===== src/rtl/printer_pkg.sv =====
// rtl/printer_pkg.sv - shared state encoding and ASCII constants for packet_printer
package printer_pkg;

  typedef enum logic [2:0] {
    IDLE,
    PAYLOAD,
    LO_NIB,
    CR,
    LF,
    FIN
  } state_t;

  localparam logic [7:0] ASCII_CR = 8'h0D;
  localparam logic [7:0] ASCII_LF = 8'h0A;
  localparam logic [7:0] ASCII_0  = 8'h30;
  localparam logic [7:0] ASCII_A  = 8'h41;

endpackage


===== src/rtl/nib2hex.sv =====
// rtl/nib2hex.sv - combinational nibble to uppercase ASCII hex character
module nib2hex
  import printer_pkg::*;
(
  input  logic [3:0] nib_i,
  output logic [7:0] ascii_o
);

  always_comb begin
    if (nib_i < 4'd10) begin
      ascii_o = ASCII_0 + {4'h0, nib_i};
    end else begin
      ascii_o = ASCII_A + {4'h0, nib_i} - 8'd10;
    end
  end

endmodule


===== src/rtl/packet_printer.sv =====
// rtl/packet_printer.sv - latches a packet and streams it MSB-byte-first as raw or hex chars
module packet_printer
  import printer_pkg::*;
#(
  parameter int PACKET_BYTES = 22,
  parameter int HEX_MODE     = 1,
  parameter int APPEND_CRLF  = 1
) (
  input  logic                      clk,
  input  logic                      rst,
  input  logic                      start,
  input  logic [8*PACKET_BYTES-1:0] packet,
  output logic                      busy,
  output logic                      done,
  output logic [7:0]                tx_byte,
  output logic                      tx_valid,
  input  logic                      tx_ready
);

  localparam int PW    = 8 * PACKET_BYTES;
  localparam int IDX_W = $clog2(PACKET_BYTES + 1);
  localparam logic [IDX_W-1:0] IDX_TOP = IDX_W'(PACKET_BYTES - 1);
  localparam state_t END_ST = (APPEND_CRLF != 0) ? CR : FIN;

  state_t            state_q, state_d;
  logic [IDX_W-1:0]  idx_q, idx_d;
  logic [PW-1:0]     shadow_q, shadow_d;
  logic [7:0]        tx_byte_q, tx_byte_d;
  logic              tx_valid_q, tx_valid_d;
  logic              busy_q, busy_d;
  logic              done_q, done_d;

  logic              hs;
  logic [7:0]        cur_byte;
  logic [3:0]        nib_sel;
  logic [7:0]        hex_char;

  assign hs = tx_valid_q & tx_ready;

  always_comb begin
    state_d  = state_q;
    idx_d    = idx_q;
    shadow_d = shadow_q;
    case (state_q)
      IDLE: begin
        if (start) begin
          state_d  = PAYLOAD;
          idx_d    = IDX_TOP;
          shadow_d = packet;
        end
      end
      PAYLOAD: begin
        if (hs) begin
          if (HEX_MODE != 0) begin
            state_d = LO_NIB;
          end else if (idx_q == '0) begin
            state_d = END_ST;
          end else begin
            idx_d = idx_q - 1'b1;
          end
        end
      end
      LO_NIB: begin
        if (hs) begin
          if (idx_q == '0) begin
            state_d = END_ST;
          end else begin
            state_d = PAYLOAD;
            idx_d   = idx_q - 1'b1;
          end
        end
      end
      CR:      if (hs) state_d = LF;
      LF:      if (hs) state_d = FIN;
      FIN:     state_d = IDLE;
      default: state_d = IDLE;
    endcase
  end

  // Character is derived from next state, so a stalled beat recomputes the same value.
  assign cur_byte = 8'(shadow_d >> {idx_d, 3'b000});
  assign nib_sel  = (state_d == LO_NIB) ? cur_byte[3:0] : cur_byte[7:4];

  nib2hex u_nib2hex (
    .nib_i   (nib_sel),
    .ascii_o (hex_char)
  );

  always_comb begin
    tx_byte_d  = 8'h00;
    tx_valid_d = 1'b1;
    case (state_d)
      PAYLOAD: tx_byte_d = (HEX_MODE != 0) ? hex_char : cur_byte;
      LO_NIB:  tx_byte_d = hex_char;
      CR:      tx_byte_d = ASCII_CR;
      LF:      tx_byte_d = ASCII_LF;
      default: tx_valid_d = 1'b0;
    endcase
    busy_d = (state_d != IDLE);
    done_d = (state_d == FIN);
  end

  always_ff @(posedge clk) begin
    if (rst) begin
      state_q    <= IDLE;
      idx_q      <= '0;
      shadow_q   <= '0;
      tx_byte_q  <= 8'h00;
      tx_valid_q <= 1'b0;
      busy_q     <= 1'b0;
      done_q     <= 1'b0;
    end else begin
      state_q    <= state_d;
      idx_q      <= idx_d;
      shadow_q   <= shadow_d;
      tx_byte_q  <= tx_byte_d;
      tx_valid_q <= tx_valid_d;
      busy_q     <= busy_d;
      done_q     <= done_d;
    end
  end

  assign busy     = busy_q;
  assign done     = done_q;
  assign tx_byte  = tx_byte_q;
  assign tx_valid = tx_valid_q;

endmodule


===== config.mk =====
export PLATFORM = sky130hd
export DESIGN_NAME = packet_printer
export DESIGN_NICKNAME = d
export VERILOG_FILES = /design/src/rtl/printer_pkg.sv /design/src/rtl/nib2hex.sv /design/src/rtl/packet_printer.sv
export SDC_FILE = /design/constraint.sdc
export NUM_CORES = 1
export LEC_CHECK = 0
export CAP_MARGIN = 20
export CORE_ASPECT_RATIO = 1.25
export CORE_MARGIN = 8
export CORE_UTILIZATION = 40
export CTS_CLUSTER_DIAMETER = 50
export DETAILED_ROUTE_END_ITERATION = 10
export DONT_BUFFER_PORTS = 1
export PLACE_DENSITY = 0.58
export SLEW_MARGIN = 10
export SYNTH_ARGS = -nofsm -noshare
export SYNTH_HDL_FRONTEND = slang
export SYNTH_SLANG_ARGS = --single-unit

===== constraint.sdc =====
create_clock -name clk -period 9.9 [get_ports clk]
set_clock_uncertainty 0.1 [all_clocks]
set_input_delay 1.98 -clock clk [delete_from_list [all_inputs] [get_ports clk]]
set_output_delay 1.98 -clock clk [all_outputs]
set_load 0.01 [all_outputs]

# Word-level counts from Yosys, hierarchy flattened
# Index checks and enable logic that the tools add are counted.
# word_totals
register_bits	195
latch_bits	0
ramBits	0
rom_bits	0
input_bits	180
output_inout_bits	11
elab_cells	45
memories	0
# op_classes
addsub	4
mul	0
div	0
magnitude_cmp	1
n_eq_ne	9
n_shift	1
n_mux	17
n_bitwise	1
n_reduce_logical	5
# ops
cell	count
176-bit two-way mux	2
176-bit by 8-bit right shift with 8-bit output	1
8-bit one-hot mux with 3 select lines	1
3-bit two-way mux	5
5-bit two-way mux	3
3-bit one-hot mux with 5 select lines	1
3-bit by 2-bit equality test with 1-bit output (second input constant)	4
5-bit one-hot mux with 2 select lines	1
3-bit equality test (second input constant)	3
7-bit by 4-bit adder with 8-bit output (first input constant)	1
8-bit two-way mux	1
8-bit by 4-bit subtractor with 8-bit output (second input constant)	1
6-bit by 4-bit adder with 7-bit output (first input constant)	1
3-bit by 1-bit equality test with 1-bit output (second input constant)	2
5-bit logical NOT	1
5-bit by 1-bit subtractor with 5-bit output (second input constant)	1
4-bit < comparator (second input constant)	1
4-bit two-way mux	1
4-bit OR reduction	1
3-bit logical NOT	1
3-bit nonzero test	1
2-bit two-way mux	1
2-bit OR reduction	1
1-bit bitwise AND	1
1-bit two-way mux	1

# Longest topological paths before layout
# logic_depth
word_depth	10
mapped_depth	19
mapped_depth_nobuf	14

# Hierarchy
# A second synthesis with hierarchy kept.
# unflattened
cells_unflattened	1208
hier_area_um2	8937.3
# by_module_without_submodules
module	n_inst	cells_each	area_each_um2	seq_area_each_um2
packet_printer	1	1192	8832.2	3903.7
nib2hex	1	16	105.1	0.0

# Least setup slack after synthesis
# OpenSTA, ideal clock, no wires.
# synth_timing
kind	input-to-reg
start	input tx_ready
end	register tx_byte_q[1], in the netlist tx_byte[1]
setup_ns	0.070
arrival_time_ns	4.553
required_ns	9.730
setup_slack_ns	5.178
path_stages	15
path_buffers	4
path_cell_list	and2_1 > buf_2 > clkbuf_1 > o21ai_0 > nand2b_1 > clkbuf_1 > clkbuf_1 > nand2_1 > a31oi_1 > a211oi_1 > a211o_1 > o311a_1 > ha_1 > a21bo_2 > a21oi_1
# synth_via
elab_chain_cells	9
word_cells_on_any_way	21
classes_between	3 x add/sub; 1 x order compare; 4 x eq/ne; 1 x shift; 10 x mux; 1 x bitwise; 1 x reduce/logical
# synth_lines
element	line_no	text
from (decl)	packet_printer.sv:17	input logic tx_ready
1-bit bitwise AND *	packet_printer.sv:38	assign hs = tx_valid_q & tx_ready;
5-bit two-way mux (tied with other cells)	packet_printer.sv:64	if (hs) begin
5-bit one-hot mux with 2 select lines / 3-bit one-hot mux with 5 select lines (equally long branches)	packet_printer.sv:44	case (state_q)
176-bit by 8-bit right shift with 8-bit output / 3-bit by 2-bit equality test with 1-bit output (equally long branches)	packet_printer.sv:81, packet_printer.sv:82, packet_printer.sv:92	
4-bit two-way mux	packet_printer.sv:82	assign nib_sel = (state_d == LO_NIB) ? cur_byte[3:0] : cur_byte[7:4];
7-bit by 4-bit adder with 8-bit output	nib2hex.sv:13	ascii_o = ASCII_A + {4'h0, nib_i} - 8'd10;
8-bit by 4-bit subtractor with 8-bit output	nib2hex.sv:13	
8-bit two-way mux	nib2hex.sv:10	if (nib_i < 4'd10) begin
8-bit one-hot mux with 3 select lines *	packet_printer.sv:92	case (state_d)
to (signal assigned)	packet_printer.sv:116	tx_byte_q <= tx_byte_d;
to (decl)	packet_printer.sv:28	logic [7:0] tx_byte_q, tx_byte_d;
# Every way passes the cells marked *; elsewhere a longest branch is shown, timed or not.
# A chain may end at the register's enable or synchronous reset.

# Final worst setup path
# layout_timing
start	input tx_ready
end	register tx_byte_q[0], in the netlist tx_byte[0]
# The elaborated chain is that of the path after synthesis.

==> flow_summary_export.csv <==
group,metric,value,unit
die,die_height,189,µm
yosys,yosysSeqAreaShare,40.4,%
timing,worst_slew_pin_slew,1010,ps
pwr,power_density,190,mW/mm²
yosys,netlist_top_cells_count,"nand2_1 (412), dfxtp_1 (194), a21oi_1 (192)",
drt,ant_nets,0,
critical_path,worst-endpoint-arrival,5730,ps
clock_tree,cts_repair_resize_count,0,
clock_tree,cts_tree,"done",
yosys,syn_nets,1471,
timing,final.setup.worst_slack,4400,ps
critical_path,r2r_cells,14,
timing,rsz0062_at_grt,"no",
grt,grt_pass1_vias,9139,
timing,fin_crit_sh,55.6,%
finish,areaGrowthSynthToFinish,6.22,%
die,ioPinCount,191,
critical_path,critPathLaunchType,"input port",
yosys,ys.flop_type,"dfxtp_1",
grt,antenna_found_initial,0,
finish,postLayoutCoreUtil,43.2,%
die,die-area,0.0293,mm²
finish,drive_above_1_share,5.57,%
die,rows,63,
finish,fillerInstances,2451,
timing,finalHoldViolCount,0,
drt,drtPass1Iterations,5,
yosys,netlist_top_cells_area,"dfxtp_1 (40%), nand2_1 (16%), a21oi_1 (10%)",
placed_design,hpwlAfterDp,24400,µm
grt,grt_pass1_wl,53000,µm
yosys,synthCells,1289,
yosys,yosysTopAreaCellShare,40.4,%
yosys,synth.distinct_cells,83,
clock_tree,cts_setup_buffers,0,
yosys,yosys_warnings,0,
drt,wl_per_cell,23.1,µm
timing,setup_viol,0,
drt,route.vias.total,9175,
die,die_x,155,µm
critical_path,worstPathRequired,10130,ps
clock_tree,hold_buffers,0,
placed_design,pre_cts_ws,3940,ps
timing,final-max-slew-violation-count,0,
yosys,synth_area_leader_cell,"dfxtp_1",
placed_design,io_buffer_count,0,
pwr,p_leak,3.62,nW
critical_path,crit_fanout,37,
critical_path,cp-end-kind,"flop",
die,core-area,0.0236,mm²
clock_tree,cts.htree.levels,4,
pwr,peakVddDrop,118,µV
drt,drt_iter0_markers,901,
clock_tree,cts.path.max_buffers,2,
yosys,syn_avg_cell_area,7.47,µm²
timing,fin_setup_tns,0,ps
clock_tree,clk_latency,440,ps
worst_hold_path,min_path_cells,2,
grt,grtUsageTotal,23.3,%
grt,grt_remaining_overflow,0,
timing,layout_min_cycle_time,5500,ps
clock_tree,clkTransAtPathRegs,70,ps
finish,nets,1391,
die,floorplan.initialDensity,40.7,%
status,status,"finished clean",
yosys,ys_seq_elements,194,
grt,grt_start_max_net_pins,209,
finish,antenna_cells,0,
worst_hold_path,hp-class,"flop to flop",
timing,hold_slack,357,ps
clock_tree,clock_sinks,194,
drt,drc,0,
clock_tree,clock_tree.root_cell,"clkbuf_16",
yosys,yosysMostFrequentCell,"nand2_1",
timing,relSlewSlack,32.4,%
drt,wl,34900,µm
critical_path,criticalPathCategory,"input port to flop",
timing,fmax,182,MHz
yosys,syn-cell-area,0.00962,mm²
yosys,synthArstFlopShare,0,%
drt,vias_per_cell,6.06,
yosys,synth_edf_count,0,
placed_design,place_congestion,0.926,
flow_run,maxCapViolations,0,
clock_tree,cts_buffers,17,
-- cells in the final DEF (no fill, tap or decap), types with 15 or more instances in the layout --
master | synthesis | routed
nand2_1 | 412 | 412
dfxtp_1 | 194 | 194
a21oi_1 | 192 | 192
nor2_1 | 49 | 49
mux2i_1 | 30 | 30
o21ai_0 | 23 | 23
a211oi_1 | 22 | 22
nand3_1 | 20 | 20
and3_1 | 17 | 17
clkbuf_16 | 0 | 17
a31oi_1 | 15 | 15
nor3_1 | 16 | 15
-- through the flow --
step / total power [W] / cell area, µm² / instances
CTS: 0.00195 / 10200 / 1513
detailed placement: 0.00123 / 9620 / 1482
floorplan: 0.00114 / 9620 / 1289
finish: 0.00194 / 10200 / 1513
global placement: 0.00123 / 9620 / 1482
global route: 0.00202 / 10200 / 1513
-- final cells by class --
cell class,instances,area [µm²],area share (%)
inverter,4,15.0,0.147
clock inverter,10,148,1.44
multi-input combinational,980,5260,51.4
sequential,194,3880,38.0
tap,292,365,3.57
timing repair buffer,12,103,1.00
clock buffer,21,450,4.41
-- registers in the layout, indices dropped and copies added (netlist names) --
| register | flops |
|---|---|
| shadow_q | 176 |
| busy | 1 |
| tx_valid | 1 |
| state_q | 3 |
| done | 1 |
| tx_byte | 7 |
| idx_q | 5 |
-- per-layer routing --
metal  routed length (µm)  vias up  track usage (%)
li1                     -     4366                -
met1                14400     4366             28.3
met2                16600      363             38.4
met3                 2500       80             5.38
met4                 1400        0             11.3
met5                    0        -                0
-- critical path, stage by stage --
cell and delay, ps:
and2_1 520, nand3_2 540, nand2_2 450, buf_4 510, mux2i_1 150, a221oi_1 350, o32ai_1 140, or4_4 550
a211oi_2 300, xor2_1 170, o21ai_1 70
-- report_power, final --
group | switching [W] | internal [W] | leakage, nW
clock network | 0.000317 | 0.000407 | 0.293
registers | 0.0000525 | 0.000837 | 1.59
logic | 0.000215 | 0.000114 | 1.73
total | 0.000585 | 0.00136 | 3.62
-- cell families (layout without fill, tap and decap cells) --
kind of cell	Yosys count	after routing	share of synthesized area, %
other	1	1	0.0390
flip-flops	194	194	40.4
buffers and inverters	115	47	5.24
adder cells (fa/ha/maj)	2	2	0.260
XOR/XNOR	1	1	0.0910
AND/OR/NAND/NOR	571	571	25.8
multiplexers	33	33	3.47
AO/OA/AOI/OAI	372	372	24.8
-- worst paths after layout --
| path | from | endpoint | slack, ps |
|---|---|---|---|
| setup reg to reg | idx_q[0] | tx_byte[6] | 4800 |
| setup / recovery | tx_ready | tx_byte[0] | 4400 |
| hold / removal | shadow_q[52] | shadow_q[52] | 360 |
| hold reg to reg | shadow_q[52] | shadow_q[52] | 360 |
No activity file was read; power rests on OpenSTA's default activity.
